File: src/rtl/sdram_stream_sched.sv
// Burst scheduler for an SDRAM ring buffer. It arbitrates refresh, write and
// read bursts and issues one command at a time under an ack/done handshake.
module sdram_stream_sched #(
    parameter int unsigned DEPTH_LOG2   = 10,
    parameter int unsigned REF_INTERVAL = 1560
) (
    input  logic                  clk,
    input  logic                  rst,
    input  logic                  cfg_wr,
    input  logic [7:0]            cfg_d,
    input  logic                  wr_rdy,
    input  logic                  rd_rdy,
    input  logic                  cmd_ack,
    input  logic                  burst_done,
    output logic                  cmd_valid,
    output logic [1:0]            cmd_op,
    output logic [DEPTH_LOG2-1:0] cmd_addr,
    output logic [DEPTH_LOG2:0]   level,
    output logic                  busy,
    output logic                  ref_late
);
    localparam int unsigned        RCW      = (REF_INTERVAL > 1) ? $clog2(REF_INTERVAL) : 1;
    localparam logic [RCW-1:0]     REF_LAST = RCW'(REF_INTERVAL - 1);
    localparam logic [RCW-1:0]     RC_ONE   = RCW'(1);
    localparam logic [DEPTH_LOG2:0] PTR_ONE = (DEPTH_LOG2 + 1)'(1);
    localparam logic [DEPTH_LOG2:0] SLOTS   = {1'b1, {DEPTH_LOG2{1'b0}}};

    typedef enum logic [1:0] {IDLE, ARB, ISSUE, WAIT_DONE} state_t;
    typedef enum logic [1:0] {
        OP_NOP     = 2'b00,
        OP_WRITE   = 2'b01,
        OP_READ    = 2'b10,
        OP_REFRESH = 2'b11
    } op_t;

    state_t                state_q, state_d;
    logic [1:0]            cfg_en_q, cfg_en_d;
    logic [DEPTH_LOG2:0]   wr_ptr_q, wr_ptr_d;
    logic [DEPTH_LOG2:0]   rd_ptr_q, rd_ptr_d;
    logic [RCW-1:0]        ref_cnt_q, ref_cnt_d;
    logic                  ref_pend_q, ref_pend_d;
    logic                  ref_late_q, ref_late_d;
    logic                  last_rd_q, last_rd_d;
    op_t                   op_q, op_d;
    logic [DEPTH_LOG2-1:0] addr_q, addr_d;

    logic [DEPTH_LOG2:0] level_w;
    logic                full, empty, wr_elig, rd_elig, ref_tc, ref_clr;
    logic                cfg_unused;

    assign cfg_unused = ^cfg_d[7:2];
    assign level_w    = wr_ptr_q - rd_ptr_q;
    assign full       = (level_w == SLOTS);
    assign empty      = (wr_ptr_q == rd_ptr_q);
    assign wr_elig    = cfg_en_q[0] & wr_rdy & ~full;
    assign rd_elig    = cfg_en_q[1] & rd_rdy & ~empty;
    assign ref_tc     = (ref_cnt_q == REF_LAST);

    always_comb begin
        state_d    = state_q;
        cfg_en_d   = cfg_en_q;
        wr_ptr_d   = wr_ptr_q;
        rd_ptr_d   = rd_ptr_q;
        ref_cnt_d  = ref_tc ? '0 : ref_cnt_q + RC_ONE;
        ref_pend_d = ref_pend_q;
        ref_late_d = ref_late_q;
        last_rd_d  = last_rd_q;
        op_d       = op_q;
        addr_d     = addr_q;
        ref_clr    = 1'b0;

        if (cfg_wr) cfg_en_d = cfg_d[1:0];

        case (state_q)
            IDLE: begin
                if (ref_pend_q || wr_elig || rd_elig) state_d = ARB;
            end
            ARB: begin
                state_d = ISSUE;
                if (ref_pend_q) begin
                    op_d   = OP_REFRESH;
                    addr_d = '0;
                end else if (wr_elig && (!rd_elig || last_rd_q)) begin
                    op_d      = OP_WRITE;
                    addr_d    = wr_ptr_q[DEPTH_LOG2-1:0];
                    last_rd_d = 1'b0;
                end else if (rd_elig) begin
                    op_d      = OP_READ;
                    addr_d    = rd_ptr_q[DEPTH_LOG2-1:0];
                    last_rd_d = 1'b1;
                end else begin
                    // Requester vanished between IDLE and ARB: retry rather than issue a NOP.
                    state_d = IDLE;
                end
            end
            ISSUE: begin
                if (cmd_ack) state_d = WAIT_DONE;
            end
            WAIT_DONE: begin
                if (burst_done) begin
                    state_d = IDLE;
                    case (op_q)
                        OP_WRITE:   wr_ptr_d = wr_ptr_q + PTR_ONE;
                        OP_READ:    rd_ptr_d = rd_ptr_q + PTR_ONE;
                        OP_REFRESH: ref_clr  = 1'b1;
                        default:    ;
                    endcase
                end
            end
            default: state_d = IDLE;
        endcase

        // A terminal count with a refresh still outstanding flags lateness instead of queuing again.
        if (ref_clr) ref_pend_d = 1'b0;
        if (ref_tc) begin
            if (ref_pend_q) ref_late_d = 1'b1;
            else            ref_pend_d = 1'b1;
        end
    end

    always_ff @(posedge clk) begin
        if (rst) begin
            state_q    <= IDLE;
            cfg_en_q   <= '0;
            wr_ptr_q   <= '0;
            rd_ptr_q   <= '0;
            ref_cnt_q  <= '0;
            ref_pend_q <= 1'b0;
            ref_late_q <= 1'b0;
            last_rd_q  <= 1'b1;
            op_q       <= OP_NOP;
            addr_q     <= '0;
        end else begin
            state_q    <= state_d;
            cfg_en_q   <= cfg_en_d;
            wr_ptr_q   <= wr_ptr_d;
            rd_ptr_q   <= rd_ptr_d;
            ref_cnt_q  <= ref_cnt_d;
            ref_pend_q <= ref_pend_d;
            ref_late_q <= ref_late_d;
            last_rd_q  <= last_rd_d;
            op_q       <= op_d;
            addr_q     <= addr_d;
        end
    end

    assign cmd_valid = (state_q == ISSUE);
    assign cmd_op    = cmd_valid ? op_q : OP_NOP;
    assign cmd_addr  = cmd_valid ? addr_q : '0;
    assign level     = level_w;
    assign busy      = (state_q != IDLE);
    assign ref_late  = ref_late_q;

endmodule

File: config.mk
export PLATFORM = sky130hd
export DESIGN_NAME = sdram_stream_sched
export DESIGN_NICKNAME = d
export VERILOG_FILES = /design/src/rtl/sdram_stream_sched.sv
export SDC_FILE = /design/constraint.sdc
export NUM_CORES = 1
export LEC_CHECK = 0
export ABC_AREA = 1
export BUFFER_PORTS_ARGS = -buffer_cell sky130_fd_sc_hd__buf_4
export CELL_PAD_IN_SITES_DETAIL_PLACEMENT = 1
export CELL_PAD_IN_SITES_GLOBAL_PLACEMENT = 1
export CORE_MARGIN = 5
export CORE_UTILIZATION = 37
export DETAILED_ROUTE_END_ITERATION = 10
export PLACE_DENSITY_LB_ADDON = 0.1
export SLEW_MARGIN = 20
export SYNTH_ARGS = -nofsm -noshare
export SYNTH_HDL_FRONTEND = slang
export SYNTH_SLANG_ARGS = --single-unit
File: constraint.sdc
create_clock -name clk -period 2.7 [get_ports clk]
set_clock_uncertainty 0.2 [all_clocks]
set_input_delay 0.405 -clock clk [delete_from_list [all_inputs] [get_ports clk]]
set_output_delay 0.405 -clock clk [all_outputs]
set_load 0.1 [all_outputs]
# --- Word level (Yosys, flattened, before mapping) ---
# Cells that the tools add are included.
word_totals:
  regBits: 52
  input_bits: 15
  output_inout_bits: 26
  wordCells: 72
classes:
  n_addsub: 4
  eq_ne: 12
  n_mux: 23
  bitwise_logic: 7
  reduce_logical: 16
op_table:
  columns: ["op", "count"]
  rows:
  - ["10-bit 2-to-1 mux", 4]
  - ["11-bit by 1-bit adder with 11-bit output (second input constant)", 3]
  - ["11-bit == test (second input constant)", 2]
  - ["2-bit 2-to-1 mux", 10]
  - ["3-bit AND reduction", 4]
  - ["11-bit == test", 1]
  - ["11-bit subtractor", 1]
  - ["2-bit == test (second input constant)", 4]
  - ["1-bit 2-to-1 mux", 8]
  - ["2-bit case mux with 4 select lines", 1]
  - ["2-bit inequality test (second input constant)", 3]
  - ["1-bit AND", 4]
  - ["2-bit by 1-bit == test with 1-bit output (second input constant)", 2]
  - ["2-bit AND reduction", 2]
  - ["2-bit nonzero test", 2]
  - ["1-bit logical OR", 3]
  - ["1-bit NOT", 3]
  - ["3-bit nonzero test", 1]
  - ["2-bit zero test", 1]
  - ["2-bit OR reduction", 1]
  - ["1-bit logical AND", 1]
  - ["1-bit zero test", 1]

# --- Logic depth before layout (Yosys ltp) ---
depth:
  word_depth: 9
  depth_mapped: 21
  ltp_nobuf: 20

# --- Worst setup path before layout ---
# No wires, ideal clock.
synth_timing:
  path_kind: "reg2out"
  from: "reg with a tool-made name"
  to: "out cmd_addr[0]"
  arrival_ps: 3517
  required_time_ps: 2095
  path_slack_ps: -1422
  stages_incl_launch_ff: 6
  n_path_buf: 1
  cell_sequence: "dfxtp_1 -> inv_1 -> nor2_1 -> inv_1 -> clkbuf_1 -> nor2_1"
synth_rtl:
  columns: ["item", "line_no", "rtl"]
  rows:
  - ["to (decl)", "17", "output logic [DEPTH_LOG2-1:0] cmd_addr,"]

# --- Final worst setup path ---
layout_timing:
  from: "reg wr_ptr_q[0]"
  to: "reg state_q[0]"
layout_between:
  elab_chain_cells: 9
  elab_cells_between_ends: 17
  classes_between: "add/sub: 1; eq/ne: 3; mux: 3; bitwise: 4; reduce/logical: 6"
layout_lines:
  columns: ["item", "line_no", "rtl"]
  rows:
  - ["from (decl)", "38", "logic [DEPTH_LOG2:0] wr_ptr_q, wr_ptr_d;"]
  - ["from (signal assigned)", "136", "wr_ptr_q <= wr_ptr_d;"]
  - ["parallel branches: the longest is 9 deep, another holds 11-bit subtractor", null, null]
  - ["to (signal assigned)", "134", "state_q <= state_d;"]
  - ["to (decl)", "36", "state_t state_q, state_d;"]
# Parallel ways; which one is timed is not known.
# A chain may end at the register's enable or synchronous reset.

==> qor.yml <==
status:
  status: "finished with violations"
  violations: "negative setup slack"
setup_path:
  crit_fanout: 4
  crit_arrival_ns: 2.73
  crit_path_end_kind: "flip-flop"
  worstSetupPathType: "flip-flop to flip-flop"
  required_ns: 2.69
  worstSetupStartpointType: "flip-flop"
grt:
  grt_pass1_vias: 3273
  antenna_found_initial: 0
  grt_pass1_wl_um: 14900
  grt_usage: 0.173
  grt_max_degree: 38
  grt-ovfl-total: 0
detailed_routing:
  drt_wl_total_um: 9190
  vias: 3277
  antenna_left: 0
  drt-pass1-iter-count: 4
  viasPerCell: 5.00
  wl_per_cell_um: 14.0
  drc: 0
  drtIter0Drc: 63
floorplanning:
  start_util: 0.375
  dieArea_um2: 10700
  die_w_um: 103
  ioPinCount: 41
  core_um2: 8590
  die_y_um: 103
  placementRows: 34
logic_synthesis:
  synthTopCellsByArea: "dfxtp_1, nand2_1, inv_1"
  yosys.cell_types.count: 38
  syn_area_um2: 3230
  synth_seq_area_share: 0.323
  ys.flop_type: "dfxtp_1"
  yosys.area.top_type: "dfxtp_1"
  synthesis.nets: 516
  synth_top_area_share: 0.323
  avgSynthCellArea_um2: 6.62
  synthCells: 487
  postSynth.asyncResetShare: 0
  synth_enable_flop_cells: 0
  synth_most_common_cell: "nand2_1"
  yosys_warnings: 0
  ys_ff_latch: 52
  ys_top_cells_by_count: "nand2_1, inv_1, nor2_1, dfxtp_1, a21oi_1"
sta:
  finalSetupViolations: 8
  max_freq_mhz: 365
  slew_headroom: 0.361
  fin_ws_ns: -0.0368
  rsz0062_at_grt: "true"
  hold_viol_final: 0
  period_needed_ns: 2.74
  hold_ws_ns: 0.123
  slew_viol_final: 0
  fin_tns_setup_ns: -0.124
  finalCritPeriodShare: 1.01
  worst_pin_slew_ns: 0.958
cts:
  hold_buffers: 0
  clock_sinks: 52
  clk_latency_ns: 0.30
  htree_levels: 2
  tritoncts.num_buffers: 5
  clock_path_buffers: 2
  cts-root-buf: "clkbuf_8"
  cts_tree: "yes"
  clk_pin_slew_worst_paths_ns: 0.09
min_path:
  hold_path.class: "input pin to flip-flop"
placement:
  hpwl_um: 7000
  place_area_um2: 3860
  placedCellCount: 644
  port-buffer-count: 34
  place_ws_ns: -0.142
  gp_congestion: 0.783
finish:
  drive_above_1_share: 0.292
  nets: 577
  layoutNonFillerInstCount: 656
  post-route-util: 0.498
  areaGrowthSynthToFinish_pct: 32.6
  n_antenna_cell: 0
  finalInstanceArea_um2: 4280
pwr:
  ir_drop_uv: 239
  p_leak_nw: 2.01
  fin_total_pwr_mw: 1.36
  p_per_area_nw_per_um2: 318
job:
  max_cap_violations: 0
[power breakdown]
group          switching [mW]  leakage (nW)  internal [mW]
clock network           0.252        0.0410          0.177
registers              0.0116         0.423          0.777
logic                   0.102          1.55         0.0381
total                   0.366          2.01          0.992
[critical path, stage by stage (launching register included)]
cell	delay [ns]
dfxtp_2	0.34
inv_2	0.05
ha_4	0.16
inv_4	0.05
fa_2	0.43
or2_1	0.23
nor2_2	0.13
nand3_1	0.10
nor2_2	0.13
nand2_2	0.08
nor2_4	0.13
nand2_4	0.08
nand2_8	0.11
nand2_8	0.08
buf_6	0.12
o21bai_1	0.13
a21oi_1	0.08
[sequential cells by signal (all words and copies together), names as in the netlist, named ones only]
signal and cells:
rd_ptr_q 11, ref_cnt_q 11, wr_ptr_q 11, addr_q 10
cfg_en_q 2, op_q 2, last_rd_q 1, ref_late 1
ref_pend_q 1, state_q 1
[area by class of cell]
| cell class | instances | area (um2) |
|---|---|---|
| Clock buffer | 6 | 72.6 |
| Clock inverter | 1 | 5.00 |
| Fill cell | 1125 | 4320 |
| Inverter | 95 | 359 |
| Multi-Input combinational cell | 334 | 2110 |
| Sequential cell | 52 | 1050 |
| Tap cell | 108 | 135 |
| Timing Repair Buffer | 60 | 546 |
[cell families (layout without fill, tap and decap cells)]
kind of cell,Yosys count,count (layout),share of synthesized area
AO/OA/AOI/OAI,59,59,0.0978
adder cells (fa/ha/maj),14,14,0.0566
buffers and inverters,103,162,0.128
flip-flops,52,52,0.323
XOR/XNOR,6,6,0.0163
AND/OR/NAND/NOR,253,255,0.379
[path summary, 6_finish.rpt]
check | from | to | slack (ns) | cells after the start
worst max register to register | wr_ptr_q[0] | state_q[0] | -0.04 | 16
worst min-delay path | cfg_d[0] | cfg_en_q[0] | 0.12 | 3
worst max-delay path | wr_ptr_q[0] | state_q[0] | -0.04 | 16
worst min register to register | ref_cnt_q[0] | ref_cnt_q[0] | 0.26 | 1
[layer usage]
metal,part of all wire,global-route usage,vias up
li1,-,-,1657
met1,0.46,0.221,1588
met2,0.52,0.309,28
met3,0.022,0.0275,4
met4,0.0048,0.0309,0
met5,0,0,-
[cell usage in the layout (no fill, tap or decap), drive strengths merged, types with 2 or more instances in the layout]
cell	count
or2	3
dfxtp	52
ha	13
o21ai	20
nand3	34
nand2	123
buf	60
a21oi	32
clkinv	2
xor2	5
nand4	19
nor2	60
nor3	11
o21bai	4
inv	94
nand3b	3
clkbuf	6
[repair_timing]
item                                    in CTS  in global routing
cloned                                       2                  0
resized for setup                           21                 49
buffers inserted                             2                  1
endpoints found under the setup margin      17                 20
pin swaps                                    7                  7
No activity file was read; power rests on OpenSTA's default activity.
